## src/rtl/mem_arbiter.sv

```systemverilog
// mem_arbiter
// Shares one word-level memory port between instruction fetch (IF) and
// load/store (LS). One transaction at a time: IDLE -> BUSY -> ACK -> IDLE.
// LS has fixed priority, except that after STARVE_LIMIT consecutive LS grants
// with a fetch pending, the fetch is granted. A flushed fetch still completes
// downstream, but its response is discarded.
//
// Ports:
//   clk, rst                 clock (rising edge), asynchronous active-low reset
//   if_req_i/if_addr_i       fetch request and address
//   if_flush_i               cancel a granted, unacknowledged fetch
//   if_ack_o/if_data_o/if_pc_o   fetch response strobe, word and its address
//   ls_req_i/ls_we_i/ls_addr_i/ls_wdata_i/ls_size_i   load/store request
//   ls_ack_o/ls_rdata_o      load/store completion strobe and load data
//   m_req_o/m_we_o/m_addr_o/m_wdata_o/m_size_o        downstream request
//   m_done_i/m_rdata_i       downstream completion and read data
//   busy_o                   high while in BUSY or ACK
module mem_arbiter #(
  parameter int unsigned STARVE_LIMIT = 4
) (
  input  logic        clk,
  input  logic        rst,
  input  logic        if_req_i,
  input  logic [31:0] if_addr_i,
  input  logic        if_flush_i,
  output logic        if_ack_o,
  output logic [31:0] if_data_o,
  output logic [31:0] if_pc_o,
  input  logic        ls_req_i,
  input  logic        ls_we_i,
  input  logic [31:0] ls_addr_i,
  input  logic [31:0] ls_wdata_i,
  input  logic [1:0]  ls_size_i,
  output logic        ls_ack_o,
  output logic [31:0] ls_rdata_o,
  output logic        m_req_o,
  output logic        m_we_o,
  output logic [31:0] m_addr_o,
  output logic [31:0] m_wdata_o,
  output logic [1:0]  m_size_o,
  input  logic        m_done_i,
  input  logic [31:0] m_rdata_i,
  output logic        busy_o
);

  localparam int unsigned CNT_W = $clog2(STARVE_LIMIT + 1);
  localparam logic [CNT_W-1:0] LIMIT = CNT_W'(STARVE_LIMIT);

  typedef enum logic [1:0] {S_IDLE, S_BUSY, S_ACK} state_t;
  typedef enum logic {OWN_IF, OWN_LS} owner_t;

  state_t           r_state, w_state_nxt;
  owner_t           r_owner;
  logic [CNT_W-1:0] r_starve;
  logic             r_drop;

  logic             r_if_ack, r_ls_ack;
  logic [31:0]      r_if_data, r_if_pc, r_ls_rdata;
  logic             r_m_req, r_m_we;
  logic [31:0]      r_m_addr, r_m_wdata;
  logic [1:0]       r_m_size;

  logic             w_grant_ls, w_grant_if;
  logic [1:0]       w_ls_size;

  // Illegal size 2 is forwarded downstream as a word access.
  assign w_ls_size = (ls_size_i == 2'd2) ? 2'd3 : ls_size_i;

  always_ff @(posedge clk or negedge rst) begin
    if (!rst) r_state <= S_IDLE;
    else      r_state <= w_state_nxt;
  end

  always_comb begin
    w_state_nxt = r_state;
    w_grant_ls  = 1'b0;
    w_grant_if  = 1'b0;
    case (r_state)
      S_IDLE: begin
        // A fetch flushed in the same cycle is not granted, even when the
        // starvation limit has locked LS out.
        if (ls_req_i && (!if_req_i || (r_starve < LIMIT))) begin
          w_grant_ls  = 1'b1;
          w_state_nxt = S_BUSY;
        end else if (if_req_i && !if_flush_i) begin
          w_grant_if  = 1'b1;
          w_state_nxt = S_BUSY;
        end
      end
      S_BUSY:  if (m_done_i) w_state_nxt = S_ACK;
      S_ACK:   w_state_nxt = S_IDLE;
      default: w_state_nxt = S_IDLE;
    endcase
  end

  always_ff @(posedge clk or negedge rst) begin
    if (!rst) begin
      r_owner    <= OWN_IF;
      r_starve   <= '0;
      r_drop     <= 1'b0;
      r_if_ack   <= 1'b0;
      r_ls_ack   <= 1'b0;
      r_if_data  <= '0;
      r_if_pc    <= '0;
      r_ls_rdata <= '0;
      r_m_req    <= 1'b0;
      r_m_we     <= 1'b0;
      r_m_addr   <= '0;
      r_m_wdata  <= '0;
      r_m_size   <= '0;
    end else begin
      r_if_ack <= 1'b0;
      r_ls_ack <= 1'b0;

      if (w_grant_ls) begin
        r_owner   <= OWN_LS;
        r_m_req   <= 1'b1;
        r_m_we    <= ls_we_i;
        r_m_addr  <= ls_addr_i;
        r_m_wdata <= ls_wdata_i;
        r_m_size  <= w_ls_size;
        if (!if_req_i)             r_starve <= '0;
        else if (r_starve < LIMIT) r_starve <= r_starve + 1'b1;
      end

      if (w_grant_if) begin
        r_owner   <= OWN_IF;
        r_m_req   <= 1'b1;
        r_m_we    <= 1'b0;
        r_m_addr  <= if_addr_i;
        r_m_wdata <= '0;
        r_m_size  <= 2'd3;
        r_starve  <= '0;
      end

      if (r_state == S_BUSY) begin
        if ((r_owner == OWN_IF) && if_flush_i) r_drop <= 1'b1;
        if (m_done_i) begin
          r_m_req <= 1'b0;
          if (r_owner == OWN_LS) begin
            r_ls_ack <= 1'b1;
            if (!r_m_we) r_ls_rdata <= m_rdata_i;
          end else begin
            if (!r_drop && !if_flush_i) begin
              r_if_ack  <= 1'b1;
              r_if_data <= m_rdata_i;
              r_if_pc   <= r_m_addr;
            end
            // Completion ends the fetch either way; overrides the set above.
            r_drop <= 1'b0;
          end
        end
      end
    end
  end

  assign if_ack_o   = r_if_ack;
  assign if_data_o  = r_if_data;
  assign if_pc_o    = r_if_pc;
  assign ls_ack_o   = r_ls_ack;
  assign ls_rdata_o = r_ls_rdata;
  assign m_req_o    = r_m_req;
  assign m_we_o     = r_m_we;
  assign m_addr_o   = r_m_addr;
  assign m_wdata_o  = r_m_wdata;
  assign m_size_o   = r_m_size;
  assign busy_o     = (r_state != S_IDLE);

endmodule

```

## config.mk

```make
export PLATFORM = sky130hd
export DESIGN_NAME = mem_arbiter
export DESIGN_NICKNAME = d
export VERILOG_FILES = /design/src/rtl/mem_arbiter.sv
export SDC_FILE = /design/constraint.sdc
export NUM_CORES = 1
export LEC_CHECK = 0
export CAP_MARGIN = 20
export CORE_UTILIZATION = 38
export CTS_CLUSTER_DIAMETER = 40
export DETAILED_ROUTE_END_ITERATION = 6
export GPL_TIMING_DRIVEN = 0
export PLACE_DENSITY = 0.77
export SLEW_MARGIN = 10
export SYNTH_ARGS = -nofsm -noshare
export SYNTH_HDL_FRONTEND = slang
export SYNTH_SLANG_ARGS = --single-unit
```

## constraint.sdc

```tcl
create_clock -name clk -period 1.7 [get_ports clk]
set_clock_uncertainty 0.2 [all_clocks]
set_input_delay 0.51 -clock clk [delete_from_list [all_inputs] [get_ports clk]]
set_output_delay 0.51 -clock clk [all_outputs]
set_load 0.01 [all_outputs]
```

==> impl_metrics.env <==
export IMPL_core_region_area_um2=17500
export IMPL_max_vdd_ir_drop_uv=976
export IMPL_multi_input_area_um2=2810
export IMPL_syn_nets=598
export IMPL_maxCapViolCount=0
export IMPL_ff_latch_area_um2=4330
export IMPL_grt_pass1_vias=6051
export IMPL_cts_tree="done"
export IMPL_synth_cell_types=29
export IMPL_slowest_stage="dfrtp_1"
export IMPL_synth_top_area_share_pct=63.1
export IMPL_required_ps=990
export IMPL_vias=5671
export IMPL_synth_area_leaders="dfrtp_1 (63%), mux2_4 (11%), mux2_2 (7.7%), mux2i_1 (4.7%), a22o_1 (4.2%)"
export IMPL_track_usage_pct=23.3
export IMPL_synthToLayoutAreaGrowth_pct=80.3
export IMPL_rsz0062_at_grt="yes"
export IMPL_drtPass1Iterations=4
export IMPL_worstPathArrival_ps=1320
export IMPL_max_freq_mhz=494
export IMPL_dp_final_hpwl_um=14200
export IMPL_ys_warn_count=0
export IMPL_tightest_slew_ps=712
export IMPL_cts_root_buf="clkbuf_16"
export IMPL_failed_checks="negative hold slack, negative setup slack"
export IMPL_rows=48
export IMPL_antenna_found_initial=2
export IMPL_setup_viol=171
export IMPL_p_leak_nw=6.22
export IMPL_overflow=0
export IMPL_cts_buffer_depth=2
export IMPL_cts_sinks=173
export IMPL_relSlewSlack_pct=52.6
export IMPL_drtIter0Drc=209
export IMPL_io_pins=304
export IMPL_critPathMaxFanout=2
export IMPL_die_x_um=136
export IMPL_slew_viol_final=0
export IMPL_ant_nets=0
export IMPL_finalCriticalPeriod_ps=2030
export IMPL_cts_made_buffers=17
export IMPL_drive_gt1_share_pct=57.2
export IMPL_cp_end_kind="output pin"
export IMPL_synth_seq_area_share_pct=63.1
export IMPL_max_stage_delay_ps=390
export IMPL_syn_area_per_cell_um2=14.9
export IMPL_routabilityCongestion=0.784
export IMPL_start_kind="flop"
export IMPL_io_buffers=303
export IMPL_synth_top_area_cell="dfrtp_1"
export IMPL_ys_ff_latch=173
export IMPL_clk_pin_slew_ps=60
export IMPL_worst_slack_ps=-325
export IMPL_path_class="flop to output pin"
export IMPL_layout_filler_cells=1156
export IMPL_clk_latency_ps=420
export IMPL_die_h_um=136
export IMPL_totalWireLength_um=22700
export IMPL_fin_setup_tns_ps=-41040
export IMPL_dieArea_um2=18600
export IMPL_syn_inst=460
export IMPL_period_share_pct=119
export IMPL_viasPerCell=4.91
export IMPL_grt_start_max_net_pins=93
export IMPL_status="finished with violations"
export IMPL_route_detailed_drc=0
export IMPL_grt_pass1_wl_um=32500
export IMPL_netlist_area_um2=6860
export IMPL_reg2reg_slack_ps=-310
export IMPL_fin_nets=1054
export IMPL_final_hold_violation_count=91
export IMPL_whs_ps=-111
export IMPL_power_density_nw_per_um2=1850
export IMPL_wl_per_cell_um=19.7
export IMPL_path_cells="buf_4 -> or2_4 -> buf_6"
export IMPL_start_util_pct=39.3
export IMPL_cts_htree_levels=4
export IMPL_hold_path_class="primary input to asynchronous set/reset pin"
-- worst max-delay path: cells and delay by family, from the launching register on --
kind                   cells  cell delay [ps]
buffers and inverters      2              260
flip-flops                 1              390
AND/OR/NAND/NOR            1              240
-- cell usage after synthesis, drive strengths merged --
cell type / instances
a21bo: 1
a21o: 1
a21oi: 3
a22o: 33
a32o: 1
a41oi: 1
buf: 22
clkbuf: 6
dfrtp: 173
ha: 1
inv: 5
mux2: 96
mux2i: 32
nand2: 36
nand2b: 1
nand3: 2
nor2: 4
nor3: 1
o21ai: 36
o22a: 1
o32a: 1
or2: 2
or4: 1
-- layout by cell type (no fill, tap or decap), types with 2 or more instances in the layout --
cell type | netlist | final
a21oi_4 | 0 | 2
a22o_1 | 33 | 33
buf_12 | 0 | 21
buf_16 | 0 | 11
buf_2 | 16 | 140
buf_4 | 0 | 99
buf_6 | 6 | 37
buf_8 | 0 | 9
clkbuf_1 | 6 | 2
clkbuf_16 | 0 | 26
clkbuf_4 | 0 | 2
clkbuf_8 | 0 | 4
clkdlybuf4s50_1 | 0 | 131
clkinv_2 | 0 | 3
clkinv_4 | 0 | 4
dfrtp_1 | 173 | 169
dfrtp_2 | 0 | 4
diode_2 | 0 | 2
dlygate4sd2_1 | 0 | 4
inv_1 | 5 | 3
mux2_2 | 47 | 14
mux2_4 | 49 | 82
mux2i_1 | 32 | 32
nand2_1 | 36 | 4
nand2_2 | 0 | 12
nand2_4 | 0 | 20
nor2_1 | 3 | 2
o21ai_1 | 10 | 10
o21ai_2 | 0 | 25
or2_4 | 0 | 2
-- area by class of cell --
type	count	area share, %
inverter	5	0.192
clock inverter	9	0.708
sequential	173	35.0
antenna	2	0.0405
clock buffer	22	3.83
buffer	25	3.63
multi-input combinational	254	22.7
tap	225	2.28
timing repair buffer	440	31.5
-- flip-flops by register name, indices dropped and copies added, names as in the netlist, 2 cells and up --
signal / flops
if_data_o: 32
if_pc_o: 32
ls_rdata_o: 32
m_addr_o: 32
m_wdata_o: 32
r_starve: 3
m_size_o: 2
r_state: 2
-- kinds of logic after synthesis --
family	after synthesis	synth area share (%)
flops	173	63.1
mux	128	23.1
compound gates	78	7.91
simple gates	47	2.95
buf+inv	33	2.75
fa+ha+maj	1	0.182
-- stage by stage --
stage               total power [mW]  setup WS, ps  util, %  cell area (µm²)  cells
floorplan                       11.0          -248        -             6950    460
global placement                15.9         -6690     58.7            10300    988
detailed placement              16.2          -903     58.9            10300    989
CTS                             20.9          -352     65.3            11400   1100
global route                    24.0          -371     70.8            12400   1155
finish                          22.8          -325     70.8            12400   1155
-- final timing paths --
check / startpoint / endpoint / depth (start not counted)
setup reg to reg: r_state[0] / if_data_o[16] / 6
setup / recovery: r_state[0] / busy_o / 3
max in group asynchronous: rst / m_addr_o[30] / 2
min in group clk: m_done_i / r_state[0] / 2
hold reg to reg: m_size_o[0] / m_size_o[0] / 1
hold / removal: rst / if_data_o[16] / 1
-- repair_timing --
item,CTS,global route
endpoints found under the setup margin,334,246
endpoints found under the hold margin,91,79
pin swaps,36,25
resized for setup,816,122
cloned,16,6
buffers inserted,65,50
-- layer usage --
metal  global-route usage, %  wire, µm
met4                    9.81       466
met2                    40.7     11900
met5                       0         0
met1                    27.0      9030
met3                    5.97      1360
-- power breakdown --
group          total, mW  internal [mW]  leakage, nW  switching, mW
sequential          7.30           6.08         2.16           1.22
clock               3.74           2.13        0.276           1.61
combinational       11.8           7.03         3.79           4.76
total               22.8           15.2         6.22           7.59
(Power assumes the default switching activity.)
